[src/rtl/ahb_bus_arbiter_if.sv]
// rtl/ahb_bus_arbiter_if.sv - two-master AHB-Lite arbiter bus bundle
interface ahb_bus_arbiter_if #(
    parameter int ADDR_WIDTH = 32,
    parameter int DATA_WIDTH = 32
);
    logic                  HBUSREQ0, HBUSREQ1;
    logic                  HLOCK0, HLOCK1;
    logic [ADDR_WIDTH-1:0] HADDR0, HADDR1;
    logic [1:0]            HTRANS0, HTRANS1;
    logic                  HWRITE0, HWRITE1;
    logic [2:0]            HSIZE0, HSIZE1;
    logic [2:0]            HBURST0, HBURST1;
    logic [3:0]            HPROT0, HPROT1;
    logic [DATA_WIDTH-1:0] HWDATA0, HWDATA1;
    logic                  HREADY;

    logic                  HGRANT0, HGRANT1;
    logic                  HMASTER;
    logic                  HMASTLOCK;
    logic [ADDR_WIDTH-1:0] HADDR;
    logic [1:0]            HTRANS;
    logic                  HWRITE;
    logic [2:0]            HSIZE;
    logic [2:0]            HBURST;
    logic [3:0]            HPROT;
    logic [DATA_WIDTH-1:0] HWDATA;

    modport slave (
        input  HBUSREQ0, HBUSREQ1, HLOCK0, HLOCK1,
        input  HADDR0, HADDR1, HTRANS0, HTRANS1, HWRITE0, HWRITE1,
        input  HSIZE0, HSIZE1, HBURST0, HBURST1, HPROT0, HPROT1,
        input  HWDATA0, HWDATA1, HREADY,
        output HGRANT0, HGRANT1, HMASTER, HMASTLOCK,
        output HADDR, HTRANS, HWRITE, HSIZE, HBURST, HPROT, HWDATA
    );

    modport master (
        output HBUSREQ0, HBUSREQ1, HLOCK0, HLOCK1,
        output HADDR0, HADDR1, HTRANS0, HTRANS1, HWRITE0, HWRITE1,
        output HSIZE0, HSIZE1, HBURST0, HBURST1, HPROT0, HPROT1,
        output HWDATA0, HWDATA1, HREADY,
        input  HGRANT0, HGRANT1, HMASTER, HMASTLOCK,
        input  HADDR, HTRANS, HWRITE, HSIZE, HBURST, HPROT, HWDATA
    );
endinterface

[src/rtl/ahb_bus_arbiter.sv]
// rtl/ahb_bus_arbiter.sv - two-master round-robin AHB-Lite arbiter and bus mux
module ahb_bus_arbiter #(
    parameter int ADDR_WIDTH     = 32,
    parameter int DATA_WIDTH     = 32,
    parameter int DEFAULT_MASTER = 0
) (
    input  logic              HCLK,
    input  logic              rst,
    ahb_bus_arbiter_if.slave  bus
);
    localparam logic       DFLT      = (DEFAULT_MASTER != 0);
    localparam logic [1:0] TR_IDLE   = 2'd0;
    localparam logic [1:0] TR_BUSY   = 2'd1;
    localparam logic [1:0] TR_NONSEQ = 2'd2;
    localparam logic [1:0] TR_SEQ    = 2'd3;

    logic       grant_q, grant_d;
    logic       owner_q, owner_d;
    logic       data_q, data_d;
    logic       last_q, last_d;
    logic       lock_q, lock_d;
    logic [3:0] beats_rem_q, beats_rem_d;

    logic       [1:0]            own_trans;
    logic       [2:0]            own_burst;
    logic                        fixed_burst;
    logic                        gnt_lock;
    logic                        gnt_req;
    logic                        arb_point;
    logic       [3:0]            burst_len_m1;
    logic       [ADDR_WIDTH-1:0] haddr_mux;
    logic       [DATA_WIDTH-1:0] hwdata_mux;

    always_comb begin
        own_trans   = owner_q ? bus.HTRANS1 : bus.HTRANS0;
        own_burst   = owner_q ? bus.HBURST1 : bus.HBURST0;
        fixed_burst = (own_burst > 3'd1);
        gnt_lock    = grant_q ? bus.HLOCK1   : bus.HLOCK0;
        gnt_req     = grant_q ? bus.HBUSREQ1 : bus.HBUSREQ0;

        // Fixed-length bursts only yield on their final beat; INCR may yield anywhere.
        arb_point = bus.HREADY
                  && (own_trans != TR_BUSY)
                  && !((own_trans == TR_NONSEQ) && fixed_burst)
                  && (beats_rem_q <= 4'd1)
                  && !(gnt_lock && gnt_req);

        case (own_burst)
            3'd2, 3'd3: burst_len_m1 = 4'd3;
            3'd4, 3'd5: burst_len_m1 = 4'd7;
            3'd6, 3'd7: burst_len_m1 = 4'd15;
            default:    burst_len_m1 = 4'd0;
        endcase
    end

    always_comb begin
        grant_d     = grant_q;
        owner_d     = owner_q;
        data_d      = data_q;
        last_d      = last_q;
        lock_d      = lock_q;
        beats_rem_d = beats_rem_q;

        if (bus.HREADY) begin
            owner_d = grant_q;
            data_d  = owner_q;
            lock_d  = gnt_lock;
            case (own_trans)
                TR_IDLE:   beats_rem_d = 4'd0;
                TR_NONSEQ: beats_rem_d = burst_len_m1;
                TR_SEQ:    if (beats_rem_q != 4'd0) beats_rem_d = beats_rem_q - 4'd1;
                default:   beats_rem_d = beats_rem_q;
            endcase
        end

        if (arb_point) begin
            case ({bus.HBUSREQ1, bus.HBUSREQ0})
                2'b11: begin
                    grant_d = ~last_q;
                    last_d  = ~last_q;
                end
                2'b01:   grant_d = 1'b0;
                2'b10:   grant_d = 1'b1;
                default: grant_d = DFLT;
            endcase
        end
    end

    always_ff @(posedge HCLK) begin
        if (rst) begin
            grant_q     <= DFLT;
            owner_q     <= DFLT;
            data_q      <= DFLT;
            last_q      <= DFLT;
            lock_q      <= 1'b0;
            beats_rem_q <= 4'd0;
        end else begin
            grant_q     <= grant_d;
            owner_q     <= owner_d;
            data_q      <= data_d;
            last_q      <= last_d;
            lock_q      <= lock_d;
            beats_rem_q <= beats_rem_d;
        end
    end

    // Address/control follow the address-phase owner; write data lags by one accepted phase.
    assign haddr_mux  = owner_q ? bus.HADDR1  : bus.HADDR0;
    assign hwdata_mux = data_q  ? bus.HWDATA1 : bus.HWDATA0;

    assign bus.HGRANT0   = ~grant_q;
    assign bus.HGRANT1   = grant_q;
    assign bus.HMASTER   = owner_q;
    assign bus.HMASTLOCK = lock_q;
    assign bus.HADDR     = haddr_mux;
    assign bus.HTRANS    = own_trans;
    assign bus.HWRITE    = owner_q ? bus.HWRITE1 : bus.HWRITE0;
    assign bus.HSIZE     = owner_q ? bus.HSIZE1  : bus.HSIZE0;
    assign bus.HBURST    = own_burst;
    assign bus.HPROT     = owner_q ? bus.HPROT1  : bus.HPROT0;
    assign bus.HWDATA    = hwdata_mux;
endmodule

[src/flat_wrapper.sv]
// flat-port wrapper written by rule: the top's interface ports become plain ports
module ahb_bus_arbiter_flat 
#(
    parameter int ADDR_WIDTH     = 32,
    parameter int DATA_WIDTH     = 32,
    parameter int DEFAULT_MASTER = 0
)
  (HCLK, rst, bus_HBUSREQ0, bus_HBUSREQ1, bus_HLOCK0, bus_HLOCK1, bus_HADDR0, bus_HADDR1, bus_HTRANS0, bus_HTRANS1, bus_HWRITE0, bus_HWRITE1, bus_HSIZE0, bus_HSIZE1, bus_HBURST0, bus_HBURST1, bus_HPROT0, bus_HPROT1, bus_HWDATA0, bus_HWDATA1, bus_HREADY, bus_HGRANT0, bus_HGRANT1, bus_HMASTER, bus_HMASTLOCK, bus_HADDR, bus_HTRANS, bus_HWRITE, bus_HSIZE, bus_HBURST, bus_HPROT, bus_HWDATA);
  ahb_bus_arbiter_if #(.ADDR_WIDTH(ADDR_WIDTH), .DATA_WIDTH(DATA_WIDTH)) bus_i ();
  input  logic HCLK;
  input  logic rst;
  input wire logic [$bits(bus_i.HBUSREQ0)-1:0] bus_HBUSREQ0;
  input wire logic [$bits(bus_i.HBUSREQ1)-1:0] bus_HBUSREQ1;
  input wire logic [$bits(bus_i.HLOCK0)-1:0] bus_HLOCK0;
  input wire logic [$bits(bus_i.HLOCK1)-1:0] bus_HLOCK1;
  input wire logic [$bits(bus_i.HADDR0)-1:0] bus_HADDR0;
  input wire logic [$bits(bus_i.HADDR1)-1:0] bus_HADDR1;
  input wire logic [$bits(bus_i.HTRANS0)-1:0] bus_HTRANS0;
  input wire logic [$bits(bus_i.HTRANS1)-1:0] bus_HTRANS1;
  input wire logic [$bits(bus_i.HWRITE0)-1:0] bus_HWRITE0;
  input wire logic [$bits(bus_i.HWRITE1)-1:0] bus_HWRITE1;
  input wire logic [$bits(bus_i.HSIZE0)-1:0] bus_HSIZE0;
  input wire logic [$bits(bus_i.HSIZE1)-1:0] bus_HSIZE1;
  input wire logic [$bits(bus_i.HBURST0)-1:0] bus_HBURST0;
  input wire logic [$bits(bus_i.HBURST1)-1:0] bus_HBURST1;
  input wire logic [$bits(bus_i.HPROT0)-1:0] bus_HPROT0;
  input wire logic [$bits(bus_i.HPROT1)-1:0] bus_HPROT1;
  input wire logic [$bits(bus_i.HWDATA0)-1:0] bus_HWDATA0;
  input wire logic [$bits(bus_i.HWDATA1)-1:0] bus_HWDATA1;
  input wire logic [$bits(bus_i.HREADY)-1:0] bus_HREADY;
  output wire logic [$bits(bus_i.HGRANT0)-1:0] bus_HGRANT0;
  output wire logic [$bits(bus_i.HGRANT1)-1:0] bus_HGRANT1;
  output wire logic [$bits(bus_i.HMASTER)-1:0] bus_HMASTER;
  output wire logic [$bits(bus_i.HMASTLOCK)-1:0] bus_HMASTLOCK;
  output wire logic [$bits(bus_i.HADDR)-1:0] bus_HADDR;
  output wire logic [$bits(bus_i.HTRANS)-1:0] bus_HTRANS;
  output wire logic [$bits(bus_i.HWRITE)-1:0] bus_HWRITE;
  output wire logic [$bits(bus_i.HSIZE)-1:0] bus_HSIZE;
  output wire logic [$bits(bus_i.HBURST)-1:0] bus_HBURST;
  output wire logic [$bits(bus_i.HPROT)-1:0] bus_HPROT;
  output wire logic [$bits(bus_i.HWDATA)-1:0] bus_HWDATA;
  assign bus_i.HBUSREQ0 = bus_HBUSREQ0;
  assign bus_i.HBUSREQ1 = bus_HBUSREQ1;
  assign bus_i.HLOCK0 = bus_HLOCK0;
  assign bus_i.HLOCK1 = bus_HLOCK1;
  assign bus_i.HADDR0 = bus_HADDR0;
  assign bus_i.HADDR1 = bus_HADDR1;
  assign bus_i.HTRANS0 = bus_HTRANS0;
  assign bus_i.HTRANS1 = bus_HTRANS1;
  assign bus_i.HWRITE0 = bus_HWRITE0;
  assign bus_i.HWRITE1 = bus_HWRITE1;
  assign bus_i.HSIZE0 = bus_HSIZE0;
  assign bus_i.HSIZE1 = bus_HSIZE1;
  assign bus_i.HBURST0 = bus_HBURST0;
  assign bus_i.HBURST1 = bus_HBURST1;
  assign bus_i.HPROT0 = bus_HPROT0;
  assign bus_i.HPROT1 = bus_HPROT1;
  assign bus_i.HWDATA0 = bus_HWDATA0;
  assign bus_i.HWDATA1 = bus_HWDATA1;
  assign bus_i.HREADY = bus_HREADY;
  assign bus_HGRANT0 = bus_i.HGRANT0;
  assign bus_HGRANT1 = bus_i.HGRANT1;
  assign bus_HMASTER = bus_i.HMASTER;
  assign bus_HMASTLOCK = bus_i.HMASTLOCK;
  assign bus_HADDR = bus_i.HADDR;
  assign bus_HTRANS = bus_i.HTRANS;
  assign bus_HWRITE = bus_i.HWRITE;
  assign bus_HSIZE = bus_i.HSIZE;
  assign bus_HBURST = bus_i.HBURST;
  assign bus_HPROT = bus_i.HPROT;
  assign bus_HWDATA = bus_i.HWDATA;
  ahb_bus_arbiter #(.ADDR_WIDTH(ADDR_WIDTH), .DATA_WIDTH(DATA_WIDTH), .DEFAULT_MASTER(DEFAULT_MASTER)) u_core (.HCLK(HCLK), .rst(rst), .bus(bus_i));
endmodule
[config.mk]
export PLATFORM = sky130hd
export DESIGN_NAME = ahb_bus_arbiter_flat
export DESIGN_NICKNAME = d
export VERILOG_FILES = /design/src/rtl/ahb_bus_arbiter_if.sv /design/src/rtl/ahb_bus_arbiter.sv /design/src/flat_wrapper.sv
export SDC_FILE = /design/constraint.sdc
export NUM_CORES = 1
export LEC_CHECK = 0
export CORE_AREA = 3 3 91 93
export CTS_CLUSTER_SIZE = 30
export DETAILED_ROUTE_END_ITERATION = 16
export DIE_AREA = 0 0 94 96
export PLACE_DENSITY_LB_ADDON = 0.3
export SLEW_MARGIN = 20
export SYNTH_ARGS = -nofsm -noshare
export SYNTH_HDL_FRONTEND = slang
export SYNTH_SLANG_ARGS = --single-unit
[constraint.sdc]
create_clock -name HCLK -period 2.3 [get_ports HCLK]
set_clock_uncertainty 0.1 [all_clocks]
set_input_delay 0.23 -clock HCLK [delete_from_list [all_inputs] [get_ports HCLK]]
set_output_delay 0.23 -clock HCLK [all_outputs]
set_load 0.01 [all_outputs]
**Yosys cells after proc, flatten, opt, wreduce, memory -nomap -nowiden**

Index checks and enable logic that the tools add are counted.

- Register bits: 9
- Output and inout bits: 81

- Add/sub/neg operators: 1
- $lt $le $gt $ge: 2
- Equal/unequal tests: 12
- Multiplexer cells: 13
- Bitwise operators: 2
- Reductions and logical operators: 16

Operators by type and width:

| operator | count |
|---|---|
| $mux W32 | 2 |
| $pmux W4 S3 | 2 |
| $eq A3 B3 Y1 const B | 4 |
| $eq A2 B2 Y1 const B | 4 |
| $mux W4 | 2 |
| $eq A3 B2 Y1 const B | 2 |
| $logic_and A1 B1 Y1 | 6 |
| $mux W3 | 2 |
| $reduce_or A2 Y1 | 3 |
| $le A4 B1 Y1 const B | 1 |
| $ne A2 B1 Y1 const B | 2 |
| $reduce_bool A4 Y1 | 1 |
| $sub A4 B1 Y4 const B | 1 |
| $gt A3 B1 Y1 const B | 1 |
| $mux W1 | 3 |
| $reduce_and A3 Y1 | 1 |
| $reduce_bool A3 Y1 | 1 |
| $logic_not A1 Y1 | 2 |
| $logic_not A2 Y1 | 1 |
| $mux W2 | 1 |
| $not A1 Y1 | 2 |
| $pmux W1 S2 | 1 |
| $reduce_and A2 Y1 | 1 |

**Longest topological paths before layout**

- Word-level depth: 8
- Depth in mapped cells: 6
- Mapped depth without buffers: 6

**Least setup slack after synthesis**

Ideal clock, no wire load.

- Kind: register to register
- Start: register u_core.owner_q (netlist: u_core.bus.HMASTER)
- End: register u_core.last_q
- Data arrival time: 1475 ps
- Required time: 2079 ps
- Path slack: 604 ps
- Cell stages (with the launch flop): 6
- Clock period less this slack: 1696 ps
- Cells stage by stage: dfxtp_1 buf_6 mux2i_2 nand2_1 a211oi_2 mux2_4

- Cells in the longest elaborated chain, start to end: 8
- Elaborated cells on any way between the ends: 12

Ends and longest elaborated chain:

| item | RTL line | RTL |
|---|---|---|
| from (decl) | ahb_bus_arbiter.sv:18 | `logic owner_q, owner_d;` |
| from (signal assigned) | ahb_bus_arbiter.sv:99 | `owner_q <= owner_d;` |
| $mux W3 or $mux W2 (tied branches) | ahb_bus_arbiter.sv:36, ahb_bus_arbiter.sv:35 |  |
| $gt A3 B1 Y1 or $eq A2 B2 Y1 (tied branches) | ahb_bus_arbiter.sv:37, ahb_bus_arbiter.sv:44 |  |
| $logic_and A1 B1 Y1 | ahb_bus_arbiter.sv:44 | `&& !((own_trans == TR_NONSEQ) && fixed_burst)` |
| $logic_not A1 Y1 | ahb_bus_arbiter.sv:44 |  |
| $logic_and A1 B1 Y1 * | ahb_bus_arbiter.sv:44 |  |
| $logic_and A1 B1 Y1 * | ahb_bus_arbiter.sv:45 | `&& (beats_rem_q <= 4'd1)` |
| $logic_and A1 B1 Y1 * | ahb_bus_arbiter.sv:46 | `&& !(gnt_lock && gnt_req);` |
| $reduce_and A2 Y1 (no source line) * | n/a |  |
| to (signal assigned) | ahb_bus_arbiter.sv:101 | `last_q <= last_d;` |
| to (decl) | ahb_bus_arbiter.sv:20 | `logic last_q, last_d;` |

Every way passes the cells marked *; elsewhere a longest branch is shown, timed or not.
A chain may end at the register's enable or synchronous reset.

**Final worst setup path**

- Start: register u_core.owner_q (netlist: u_core.bus.HMASTER)
- End: output port bus_HADDR[19]

- Cells in the longest elaborated chain, start to end: 1

Ends and longest elaborated chain:

| item | RTL line | RTL |
|---|---|---|
| $mux W32 | ahb_bus_arbiter.sv:108 | `assign haddr_mux = owner_q ? bus.HADDR1 : bus.HADDR0;` |
| to (decl) | flat_wrapper.sv:35 | `output wire logic [$bits(bus_i.HADDR)-1:0] bus_HADDR;` |

No other way between the ends.

==> metrics.txt <==
# TYPE chip_impl_metric gauge
chip_impl_metric{name="area_growth",unit="%"} 166
chip_impl_info{name="layout.cells.most_common",value="clkdlybuf4s50_1"} 1
chip_impl_metric{name="grt_remaining_overflow",unit=""} 0
chip_impl_metric{name="postSynthNetCount",unit=""} 326
chip_impl_metric{name="post-route-min-period",unit="ns"} 2.17
chip_impl_info{name="type_of_origin_of_the_critical_path",value="flip-flop"} 1
chip_impl_metric{name="timing.setup.tns",unit="ns"} 0
chip_impl_info{name="final_cell_mix",value="clkdlybuf4s50_1, mux2_2, nor2_1, dfxtp_1, a21oi_1"} 1
chip_impl_metric{name="detail_route.iter0.violations",unit=""} 29
chip_impl_metric{name="slew_violations",unit=""} 0
chip_impl_info{name="min-delay-path-class",value="reg -> reg"} 1
chip_impl_metric{name="cts_buffer_depth",unit=""} 2
chip_impl_metric{name="ctsHtreeMaxLevel",unit=""} 1
chip_impl_metric{name="final.hold.worst_slack",unit="ns"} 0.400
chip_impl_metric{name="fp.dieArea",unit="sq um"} 9020
chip_impl_metric{name="met2_wirelength",unit="um"} 4130
chip_impl_info{name="tritoncts",value="done"} 1
chip_impl_metric{name="dr_total_vias",unit=""} 2194
chip_impl_metric{name="setup_viol",unit=""} 0
chip_impl_metric{name="cts.sinks",unit=""} 9
chip_impl_metric{name="met3_length",unit="um"} 1050
chip_impl_metric{name="wirelength",unit="um"} 7770
chip_impl_metric{name="cp.required",unit="ns"} 1.97
chip_impl_metric{name="viasPerCell",unit=""} 4.37
chip_impl_metric{name="num-nets-final",unit=""} 564
chip_impl_metric{name="worst_pin_slew",unit="ns"} 0.422
chip_impl_metric{name="synthesis.area",unit="sq um"} 1550
chip_impl_metric{name="ant_nets",unit=""} 0
chip_impl_metric{name="post_cts_resize_count",unit=""} 0
chip_impl_info{name="run_status",value="completed"} 1
chip_impl_metric{name="cellPowerDensity",unit="nW/um^2"} 248
chip_impl_metric{name="grt_start_max_net_pins",unit=""} 34
chip_impl_info{name="clk_root_buf",value="clkbuf_8"} 1
chip_impl_metric{name="timing.max_cap.violations",unit=""} 0
chip_impl_metric{name="syn_area_per_cell",unit="sq um"} 9.49
chip_impl_metric{name="rows",unit=""} 32
chip_impl_metric{name="final_routed_wire_length_divided_by_cell_count",unit="um"} 15.5
chip_impl_info{name="highest-signal-layer",value="met4"} 1
chip_impl_metric{name="holdBufCountCts",unit=""} 0
chip_impl_info{name="critical_path.endpoint_type",value="output pin"} 1
chip_impl_metric{name="grt_pass1_wl",unit="um"} 11300
chip_impl_metric{name="drt_drc_violations_left",unit=""} 0
chip_impl_metric{name="synth.ff_latch_count",unit=""} 9
chip_impl_metric{name="cts-buffers-inserted",unit=""} 3
chip_impl_metric{name="detail_route.first_pass.iterations",unit=""} 4
chip_impl_metric{name="vdd_drop_max",unit="V"} 0.000200
chip_impl_metric{name="io_pins",unit=""} 242
chip_impl_metric{name="post-route-period-util",unit=""} 0.942
chip_impl_metric{name="worst_path_arrival",unit="ns"} 1.84
chip_impl_metric{name="initial_core_util",unit=""} 0.203
chip_impl_metric{name="netlist-cell-type-count",unit=""} 35
chip_impl_metric{name="achievable-frequency",unit="GHz"} 0.462
chip_impl_metric{name="wl_met1",unit="um"} 2560
chip_impl_metric{name="finalWeightedCongestion",unit=""} 0.857
chip_impl_metric{name="critical_path.max_fanout",unit=""} 15
chip_impl_metric{name="relSlewSlack",unit=""} 0.716
chip_impl_metric{name="die-height",unit="um"} 96
chip_impl_metric{name="seq_area_frac_synth",unit=""} 0.117
chip_impl_metric{name="half_perimeter_wire_length_after_detailed_placement",unit="um"} 6870
chip_impl_metric{name="portBuffers",unit=""} 241
chip_impl_info{name="worstSetupPathType",value="reg -> out"} 1
chip_impl_metric{name="cts_setup_buffers",unit=""} 0
chip_impl_metric{name="track_usage",unit=""} 0.159
chip_impl_metric{name="insertion_delay",unit="ns"} 0.23
chip_impl_metric{name="chipWidth",unit="um"} 94
chip_impl_metric{name="grt_pass1_vias",unit=""} 2259
chip_impl_metric{name="drive_gt1_frac",unit=""} 0.225
chip_impl_metric{name="antenna_cells",unit=""} 0
chip_impl_metric{name="clkTransAtPathRegs",unit="ns"} 0.05
chip_impl_metric{name="report.final.hold_viol_count",unit=""} 0
chip_impl_metric{name="initial_antenna_violation_count",unit=""} 0
chip_impl_metric{name="synthCells",unit=""} 163
chip_impl_metric{name="leakage",unit="nW"} 1.49
chip_impl_metric{name="core_region_area",unit="sq um"} 7610
chip_impl_info{name="setup_repair_after_global_routing_missed_its_margin",value="false"} 1
chip_impl_metric{name="yosys_warnings",unit=""} 0
==> critical path, cell delays in order, from the launching register on <==
cell and delay (ns):
dfxtp_2 0.46, buf_4 0.28, mux2_2 0.35, clkdlybuf4s50_1 0.50
==> worst paths after layout <==
kind	cells past startpoint	slack, ns	from	to
hold / removal	2	0.40	u_core.bus.HMASTLOCK$_SDFFE_PP0P_	u_core.bus.HMASTLOCK$_SDFFE_PP0P_
hold reg to reg	2	0.40	u_core.bus.HMASTLOCK$_SDFFE_PP0P_	u_core.bus.HMASTLOCK$_SDFFE_PP0P_
setup / recovery	3	0.13	u_core.bus.HMASTER$_SDFFE_PP0P_	bus_HADDR[19]
setup reg to reg	6	0.51	u_core.beats_rem_q[0]$_SDFFE_PP0P_	u_core.beats_rem_q[3]$_SDFFE_PP0P_
==> cell type report <==
cell class,count,area [sq um]
multi-input cells,135,1270
fillers,690,3490
repair buffers,245,2470
flip-flops and latches,9,181
clock buffers,4,45.0
well taps,102,128
inverters,7,26.3
==> cells in the mapped netlist, drive strengths merged <==
cell     number  area, sq um
a211oi        2         20.0
a21oi         7         35.0
a41o          1         10.0
buf           9         57.6
clkbuf        3         11.3
dfxtp         9          180
ha            2         25.0
inv           7         26.3
mux2         75          848
mux2i         7         86.3
nand2         4         15.0
nand2b        3         18.8
nand3         1         5.00
nand3b        3         22.5
nand4         1         6.26
nor2          8         30.0
nor2b         1         6.26
nor3          2         10.0
nor3b         2         15.0
nor4b         1         8.76
o2111ai       1         8.76
o211ai        2         15.0
o21a          1         7.51
o21ai         4         20.0
o221ai        1         15.0
o22ai         2         12.5
or2           2         12.5
or3b          1         8.76
xnor2         1         8.76
==> cell families (layout without fill, tap and decap cells) <==
| kind of cell | count (synthesis) | after routing | share of synthesized area |
|---|---|---|---|
| and+or+nand+nor | 29 | 29 | 0.103 |
| xor gates and xnor gates | 1 | 1 | 0.00566 |
| adders and majority gates | 2 | 2 | 0.0162 |
| DFF | 9 | 9 | 0.117 |
| muxes | 82 | 82 | 0.604 |
| AOI/OAI and AO/OA | 21 | 21 | 0.0930 |
| buffers and inverters | 19 | 256 | 0.0615 |
==> stage by stage <==
| stage | cells | total power, W | setup slack, ns | area [sq um] | utilization |
|---|---|---|---|---|---|
| 4_1_cts | 502 | 0.00103 | 0.110 | 4120 | 0.541 |
| 3_3_place_gp | 498 | 0.000841 | 0.366 | 4070 | 0.536 |
| 6_report | 502 | 0.00102 | 0.134 | 4120 | 0.541 |
| 5_1_grt | 502 | 0.00108 | 0.0525 | 4120 | 0.541 |
| 2_1_floorplan | 163 | 0.000381 | 0.604 | 1550 | - |
| 3_5_place_dp | 498 | 0.000848 | 0.356 | 4070 | 0.536 |
==> routing by layer <==
metal  GRT usage  up-vias
li1            -     1080
met1       0.155      968
met2       0.321      144
met3      0.0649        2
met4      0.0144        0
met5           0        -
==> power by group <==
group / leakage [nW] / switching (W) / internal [W]
sequential: 0.0738 / 0.00000936 / 0.000164
clock: 0.0228 / 0.0000598 / 0.000121
combinational: 1.39 / 0.000192 / 0.000475
total: 1.49 / 0.000261 / 0.000759
==> state kept, by name, indices dropped and copies added, names as in the netlist <==
register and flops:
u_core.bus.HMASTLOCK 1, u_core.beats_rem_q 4, u_core.data_q 1, u_core.bus.HGRANT1 1
u_core.bus.HMASTER 1, u_core.last_q 1
Note: power is estimated with default switching activity, not from simulation.
